[config.mk]
export PLATFORM = sky130hd
export DESIGN_NAME = hilo_div_unit
export DESIGN_NICKNAME = d
export VERILOG_FILES = /design/src/rtl/hilo_div_unit_pkg.sv /design/src/rtl/hilo_div_unit_div_core.sv /design/src/rtl/hilo_div_unit.sv
export SDC_FILE = /design/constraint.sdc
export NUM_CORES = 1
export LEC_CHECK = 0
export BUFFER_PORTS_ARGS = -buffer_cell sky130_fd_sc_hd__buf_2
export CORE_MARGIN = 2
export CORE_UTILIZATION = 62
export DETAILED_ROUTE_END_ITERATION = 12
export PLACE_DENSITY_LB_ADDON = 0.15
export SYNTH_ARGS = -nofsm -noshare
export SYNTH_HDL_FRONTEND = slang
export SYNTH_SLANG_ARGS = --single-unit
[constraint.sdc]
create_clock -name clk -period 6.38 [get_ports clk]
set_input_delay 1.914 -clock clk [delete_from_list [all_inputs] [get_ports clk]]
set_output_delay 1.914 -clock clk [all_outputs]
set_load 0.005 [all_outputs]
[src/rtl/hilo_div_unit_pkg.sv]
// hilo_div_unit_pkg: shared constants and divider state encoding for the HI/LO unit
package hilo_div_unit_pkg;
    localparam int DIV_STEPS = 32;
    localparam logic [31:0] HILO_RST = 32'h0;
    typedef enum logic [1:0] {
        IDLE = 2'd0,
        CALC = 2'd1,
        DONE = 2'd2
    } div_state_t;
endpackage

[src/rtl/hilo_div_unit_div_core.sv]
// hilo_div_unit_div_core: iterative radix-2 restoring divider with sign fix-up
//   clk, rst_n           clock, async active-low reset
//   start, is_signed     divide request (sampled in IDLE), DIV vs DIVU
//   a, b                 dividend, divisor
//   cancel               abort an in-flight divide
//   quotient, remainder  sign-corrected results, valid while done
//   done                 one-cycle completion pulse
//   busy                 stall request to the pipeline
module hilo_div_unit_div_core
    import hilo_div_unit_pkg::*;
#(
    parameter int W = 32
) (
    input  logic         clk,
    input  logic         rst_n,
    input  logic         start,
    input  logic         is_signed,
    input  logic [W-1:0] a,
    input  logic [W-1:0] b,
    input  logic         cancel,
    output logic [W-1:0] quotient,
    output logic [W-1:0] remainder,
    output logic         done,
    output logic         busy
);
    localparam int CNT_W = $clog2(DIV_STEPS);

    div_state_t state, state_n;
    logic [CNT_W-1:0] cnt;
    logic [W-1:0] q, b_mag, a_mag, b_in;
    logic [W:0] rem;
    logic q_sign, r_sign;
    logic [W+1:0] trial, diff;
    logic ge, last;

    assign a_mag = (is_signed && a[W-1]) ? -a : a;
    assign b_in  = (is_signed && b[W-1]) ? -b : b;
    assign last  = cnt == CNT_W'(DIV_STEPS - 1);

    // Dividend bits shift out of q into the remainder while quotient bits shift in.
    // The remainder stays below the divisor, so the trial never exceeds 33 bits and
    // diff's top bit is a clean borrow flag.
    assign trial = {rem, q[W-1]};
    assign diff  = trial - {2'b00, b_mag};
    assign ge    = ~diff[W+1];

    always_comb begin
        state_n = state;
        if (state == IDLE)
            state_n = (start && !cancel) ? CALC : IDLE;
        else if (cancel)
            state_n = IDLE;
        else if (state == CALC)
            state_n = last ? DONE : CALC;
        else
            state_n = IDLE;
    end

    always_ff @(posedge clk or negedge rst_n) begin
        if (!rst_n)
            state <= IDLE;
        else
            state <= state_n;
    end

    always_ff @(posedge clk or negedge rst_n) begin
        if (!rst_n) begin
            cnt    <= '0;
            q      <= '0;
            b_mag  <= '0;
            rem    <= '0;
            q_sign <= 1'b0;
            r_sign <= 1'b0;
        end else if (state == IDLE) begin
            cnt <= '0;
            if (start && !cancel) begin
                q      <= a_mag;
                b_mag  <= b_in;
                rem    <= '0;
                // A zero divisor leaves the all-ones quotient un-negated so LO is
                // always 32'hFFFFFFFF; the remainder still regains the dividend.
                q_sign <= is_signed && (a[W-1] ^ b[W-1]) && (b != '0);
                r_sign <= is_signed && a[W-1];
            end
        end else if (state == CALC) begin
            cnt <= cnt + 1'b1;
            q   <= {q[W-2:0], ge};
            rem <= ge ? diff[W:0] : trial[W:0];
        end
    end

    assign quotient  = q_sign ? -q : q;
    assign remainder = r_sign ? -rem[W-1:0] : rem[W-1:0];
    assign done      = (state == DONE) && !cancel;
    assign busy      = (state == IDLE && start && !cancel) || state == CALC;
endmodule

[src/rtl/hilo_div_unit.sv]
// hilo_div_unit: architectural HI/LO registers with write-through bypass and divider
//   clk, resetn            clock, async active-low reset
//   hi_we/lo_we, *_wdata   MULT/MTHI/MTLO results from execute
//   div_start, div_signed  divide request and DIV/DIVU select
//   div_a, div_b           dividend, divisor
//   div_cancel             exception flush of an in-flight divide
//   div_stall, div_done    pipeline hold, completion pulse
//   hi_o, lo_o             bypassed HI/LO values for MFHI/MFLO
module hilo_div_unit
    import hilo_div_unit_pkg::*;
#(
    parameter int DIV_W = 32
) (
    input  logic             clk,
    input  logic             resetn,
    input  logic             hi_we,
    input  logic             lo_we,
    input  logic [DIV_W-1:0] hi_wdata,
    input  logic [DIV_W-1:0] lo_wdata,
    input  logic             div_start,
    input  logic             div_signed,
    input  logic [DIV_W-1:0] div_a,
    input  logic [DIV_W-1:0] div_b,
    input  logic             div_cancel,
    output logic             div_stall,
    output logic             div_done,
    output logic [DIV_W-1:0] hi_o,
    output logic [DIV_W-1:0] lo_o
);
    logic [DIV_W-1:0] hi_q, lo_q, quotient, remainder;

    hilo_div_unit_div_core #(.W(DIV_W)) u_core (
        .clk       (clk),
        .rst_n     (resetn),
        .start     (div_start),
        .is_signed (div_signed),
        .a         (div_a),
        .b         (div_b),
        .cancel    (div_cancel),
        .quotient  (quotient),
        .remainder (remainder),
        .done      (div_done),
        .busy      (div_stall)
    );

    // The finishing divide owns HI/LO in its DONE cycle; execute writes lose.
    assign hi_o = div_done ? remainder : hi_we ? hi_wdata : hi_q;
    assign lo_o = div_done ? quotient  : lo_we ? lo_wdata : lo_q;

    always_ff @(posedge clk or negedge resetn) begin
        if (!resetn) begin
            hi_q <= HILO_RST;
            lo_q <= HILO_RST;
        end else begin
            hi_q <= hi_o;
            lo_q <= lo_o;
        end
    end
endmodule

Word-level counts from Yosys, hierarchy flattened

Cells that the tools add are included.
Widths: inputs -> output; s select.

Bits in registers: 170
Bits of input ports: 135
Output and inout port bits: 66
Logic and storage cells: 58

Muxes and demuxes: 22
Reduce and logical (&&, ||, !) cells: 15
Add/sub/neg operators: 6
Equality and inequality tests: 4
Bitwise gates (word level): 2

Operators by type and width:

| operator            | count |
|---|---|
| $mux 32             | 11 |
| $mux 33             | 4 |
| $neg 32->32         | 4 |
| $sub 34x32->34      | 1 |
| $reduce_bool 32->1  | 1 |
| $mux 5              | 2 |
| $logic_and 1x1->1   | 8 |
| $mux 2              | 4 |
| $add 5x1->5 const B | 1 |
| $eq 5x5->1 const B  | 1 |
| $reduce_and 2->1    | 2 |
| $eq 2x1->1 const B  | 1 |
| $eq 2x2->1 const B  | 1 |
| $logic_not 2->1     | 1 |
| $ne 2x2->1 const B  | 1 |
| $reduce_bool 2->1   | 1 |
| $logic_not 1->1     | 1 |
| $logic_or 1x1->1    | 1 |
| $mux 1              | 1 |
| $not 1->1           | 1 |
| $xor 1x1->1         | 1 |

Logic depth before layout (Yosys ltp)

Depth in word-level cells: 5
Mapped depth: 14
Mapped depth without buffers: 13

By module

A second synthesis with hierarchy kept.

Cells, all modules: 1398
Area, all modules: 12185.4 um^2

Modules (own cells, without submodules):

| module                 | area an instance (um^2) | cells each | sequential area each (um^2) | instances |
|---|---|---|---|---|
| hilo_div_unit_div_core | 9170.0                  | 1120       | 2652.5                      | 1 |
| hilo_div_unit          | 3015.4                  | 278        | 1601.5                      | 1 |

Least setup slack after synthesis

No wires, ideal clock.

Path kind: in2out
From: input port div_cancel
To: output port div_stall
Arrival time: 3.338 ns
Buffers on the path: 1
Setup slack: 1.128 ns
Stages on the path: 4
Required time: 4.466 ns
Cell sequence: nor4b_1 > nor2_1 > clkinv_1 > buf_1

Longest elaborated chain between the ends: 3

RTL lines:

| what              | line                         | RTL |
|---|---|---|
| start, declared   | hilo_div_unit.sv:24          | `input logic div_cancel,` |
| $logic_not 1->1   | hilo_div_unit_div_core.sv:95 | `assign busy = (state == IDLE && start && !cancel) \|\| state == CALC;` |
| $logic_and 1x1->1 | hilo_div_unit_div_core.sv:95 |  |
| $logic_or 1x1->1  | hilo_div_unit_div_core.sv:95 |  |
| end, declared     | hilo_div_unit.sv:25          | `output logic div_stall,` |

Every way passes these cells.

Final worst setup path

From: register u_core.q[9]
To: output port lo_o[31]

Longest elaborated chain between the ends: 3

RTL lines:

| what                   | line                         | RTL |
|---|---|---|
| start, declared        | hilo_div_unit_div_core.sv:30 | `logic [W-1:0] q, b_mag, a_mag, b_in;` |
| start signal, assigned | hilo_div_unit_div_core.sv:77 | `q <= a_mag;` |
| start signal, assigned | hilo_div_unit_div_core.sv:87 | `q <= {q[W-2:0], ge};` |
| $neg 32->32            | hilo_div_unit_div_core.sv:92 | `assign quotient = q_sign ? -q : q;` |
| $mux 32                | hilo_div_unit_div_core.sv:92 |  |
| $mux 32                | hilo_div_unit.sv:48          | `assign lo_o = div_done ? quotient : lo_we ? lo_wdata : lo_q;` |
| end, declared          | hilo_div_unit.sv:28          | `output logic [DIV_W-1:0] lo_o` |

Every way passes these cells.

==> impl_metrics.tcl <==
set metrics [dict create \
    status "finished clean" \
    maxCapViolCount 0 \
    clock.fmax_ghz 0.179 \
    r2r-start "u_core.q[31]$_DFFE_PN0P_" \
    avgSynthCellArea_um2 8.52 \
    synthesis.area_um2 11800 \
    synth-edff-count 0 \
    finalPower_mw 5.25 \
    num-fill-cells 1481 \
    cts_setup_buffers 0 \
    crit_chain "or3_1, or4_1, o21ai_0, nand2_1, a21oi_1, and2_1, nand2_1, xnor2_1, a21oi_1, buf_2" \
    antenna_found_initial 0 \
    worst_path_max_delay_cell "o21ai_0" \
    viasPerCell 6.03 \
    syn2layout_area_growth_pct 14.5 \
    hold_path_end "u_core.b_mag[5]$_DFFE_PN0P_" \
    tns_ns 0 \
    grt.total_usage_pct 31.0 \
    synth_top_area_cell "dfrtp_1" \
    async_flop_share_pct 100 \
    worstMarginPinSlew_ns 0.988 \
    htree_levels 4 \
    finalCriticalPeriod_ns 5.58 \
    whs_path_depth 2 \
    syn_nets 1558 \
    core_area_um2 18700 \
    routed-via-count 10700 \
    grt_pass1_vias 9670 \
    drive_gt1_share_pct 17.0 \
    path_clk_slew_ns 0.07 \
    hpwl_um 22800 \
    design_area_um2 13500 \
    cts_buffers 17 \
    core.rowCount 50 \
    dp_slack_ns 1.18 \
    finalNetCount 1707 \
    finalCritPeriodShare_pct 87.5 \
    drc 0 \
    cts_hold_buffers 0 \
    clock-sinks 170 \
    hold_start "u_core.b_mag[5]$_DFFE_PN0P_" \
    insertedDiodeCount 0 \
    ant_nets 0 \
    grt-ovfl-total 0 \
    die_y_um 142 \
    netlist-cell-type-count 70 \
    cp.required_ns 4.47 \
    fin_util_pct 72.2 \
    clockBufferDepth 2 \
    dpl_cell_area_um2 12900 \
    first_iter_violations 799 \
    yosysWarnings 0 \
    critPathKind "reg -> out" \
    reg2reg_setup_slack_ns 2.92 \
    grt_max_degree 130 \
    finClkSkew_ns 0.00729 \
    powerDensity_nw_per_um2 389 \
    synth_ff_type "dfrtp_1" \
    yosysMostFrequentCell "o21ai_0" \
    synth-seq-cells 170 \
    p_leak_nw 5.98 \
    port_buffers 200 \
    crit_arrival_ns 3.67 \
    synth-seq-area-share_pct 36.1 \
    cts_root_buf "clkbuf_16" \
    place.gp.congestion 0.994 \
    post_drt_wl_per_cell_um 17.6 \
    pin_count 201 \
    dieWidth_um 142 \
    clk_latency_ns 0.44 \
    timing.slew.headroom_pct 34.0 \
    crit_path_end_kind "output pin" \
    max-vdd-ir-drop_uv 278 \
    synth_cells 1384 \
    cp.buffers_inverters 1 \
    max_stage_delay_ns 0.55 \
    reg2reg_depth 13 \
    hold_violations 0 \
    rsz0062_at_grt "false" \
    synth_common_cells "o21ai_0 (175), nand2_1 (174), dfrtp_1 (170)" \
    hp-class "reg -> reg" \
    fp.dieArea_um2 20100 \
    start_util_pct 63.0 \
    setup_viol 0 \
    crit_family "simple AND/OR/NAND/NOR gates" \
    worst_slack_ns 0.799 \
    synth_area_leaders "dfrtp_1 (36%), o21ai_0 (7.4%), xnor2_1 (7.4%), mux2i_1 (5.9%), nand2_1 (5.5%)" \
    ctsResizeCount 0 \
    crit_fanout 5 \
    synth_top_area_share_pct 36.1 \
    grt_pass1_wl_um 49400 \
    slew_violations 0 \
    cts_tree "built" \
    wl_um 31300 \
    r2r_end "u_core.rem[32]$_DFFE_PN0P_" \
    first_pass_iters 5 \
    start_kind "flop" \
]
==> metal layers <==
metal	up-vias	global-route usage, %	wire (um)
met3	40	4.52	2520
met4	0	8.63	478
met1	5047	47.3	15000
met5	-	0	0
met2	425	46.1	13300
li1	5229	-	-
==> cell families after synthesis <==
group | Yosys count | share of synthesized area, %
AND/OR/NAND/NOR | 392 | 16.3
AO/OA/AOI/OAI | 429 | 22.3
adder cells (fa/ha/maj) | 39 | 4.20
multiplexers | 70 | 5.96
XOR/XNOR | 144 | 10.7
flip-flops | 170 | 36.1
buffers and inverters | 140 | 4.48
==> registers in the layout, indices dropped and copies added, names as in the netlist <==
| signal | flops |
|---|---|
| hi_q | 32 |
| lo_q | 32 |
| u_core.b_mag | 32 |
| u_core.cnt | 5 |
| u_core.q | 32 |
| u_core.q_sign | 1 |
| u_core.r_sign | 1 |
| u_core.rem | 33 |
| u_core.state | 2 |
==> cells in the final DEF (no fill, tap or decap), drive strengths merged, types with 14 or more instances in the layout <==
| cell | n |
|---|---|
| buf | 211 |
| o21ai | 181 |
| nand2 | 174 |
| dfrtp | 170 |
| xnor2 | 100 |
| a21oi | 96 |
| mux2i | 69 |
| inv | 60 |
| nor2 | 56 |
| xor2 | 44 |
| ha | 38 |
| nor2b | 35 |
| nor3 | 27 |
| clkbuf | 23 |
| o22a | 20 |
| o31ai | 20 |
| or3 | 19 |
| a211oi | 16 |
| a31oi | 15 |
| nand3 | 14 |
| a21o | 14 |
==> cell type report <==
type	count	area, um2	area share (%)
multi-input combinational	1074	7030	52.0
inverter	59	221	1.64
tap	234	293	2.17
clock buffer	23	468	3.47
timing repair buffer	211	1100	8.17
sequential	170	4250	31.5
clock inverter	9	136	1.01
==> how the worst max path moves through the flow <==
stage | startpoint | end | slack [ns] | depth (start not counted)
CTS | u_core.q[9]$_DFFE_PN0P_ | lo_o[31] | 0.81 | 10
global route | u_core.q[7]$_DFFE_PN0P_ | lo_o[31] | 0.64 | 10
floorplan | div_cancel | div_stall | 1.13 | 4
finish | u_core.q[9]$_DFFE_PN0P_ | lo_o[31] | 0.80 | 10
detailed placement | lo_we | lo_o[0] | 1.18 | 4
global placement | lo_we | lo_o[0] | 1.17 | 4
==> power breakdown <==
| part | total [mW] | leakage, nW | internal [mW] | switching [mW] |
|---|---|---|---|---|
| combinational | 2.48 | 3.63 | 1.07 | 1.41 |
| sequential | 1.68 | 2.06 | 1.31 | 0.370 |
| clock | 1.08 | 0.288 | 0.640 | 0.441 |
| total | 5.25 | 5.98 | 3.02 | 2.22 |
==> worst reg2reg max path, delay by kind of cell, from the launching register on <==
kind	cells	cell delay (ns)
AO/OA/AOI/OAI	7	1.79
XOR/XNOR	1	0.21
adder cells (fa/ha/maj)	2	0.59
buffers and inverters	2	0.15
flip-flops	1	0.40
AND/OR/NAND/NOR	1	0.17
==> through the flow <==
step / hold WS (ns) / cells
after global routing: 0.512 / 1780
after global placement: 0.461 / 1748
after CTS: 0.485 / 1780
final: 0.479 / 1780
after detailed placement: 0.471 / 1748
after floorplan: 0.450 / 1384
No activity file was read; power rests on OpenSTA's default activity.
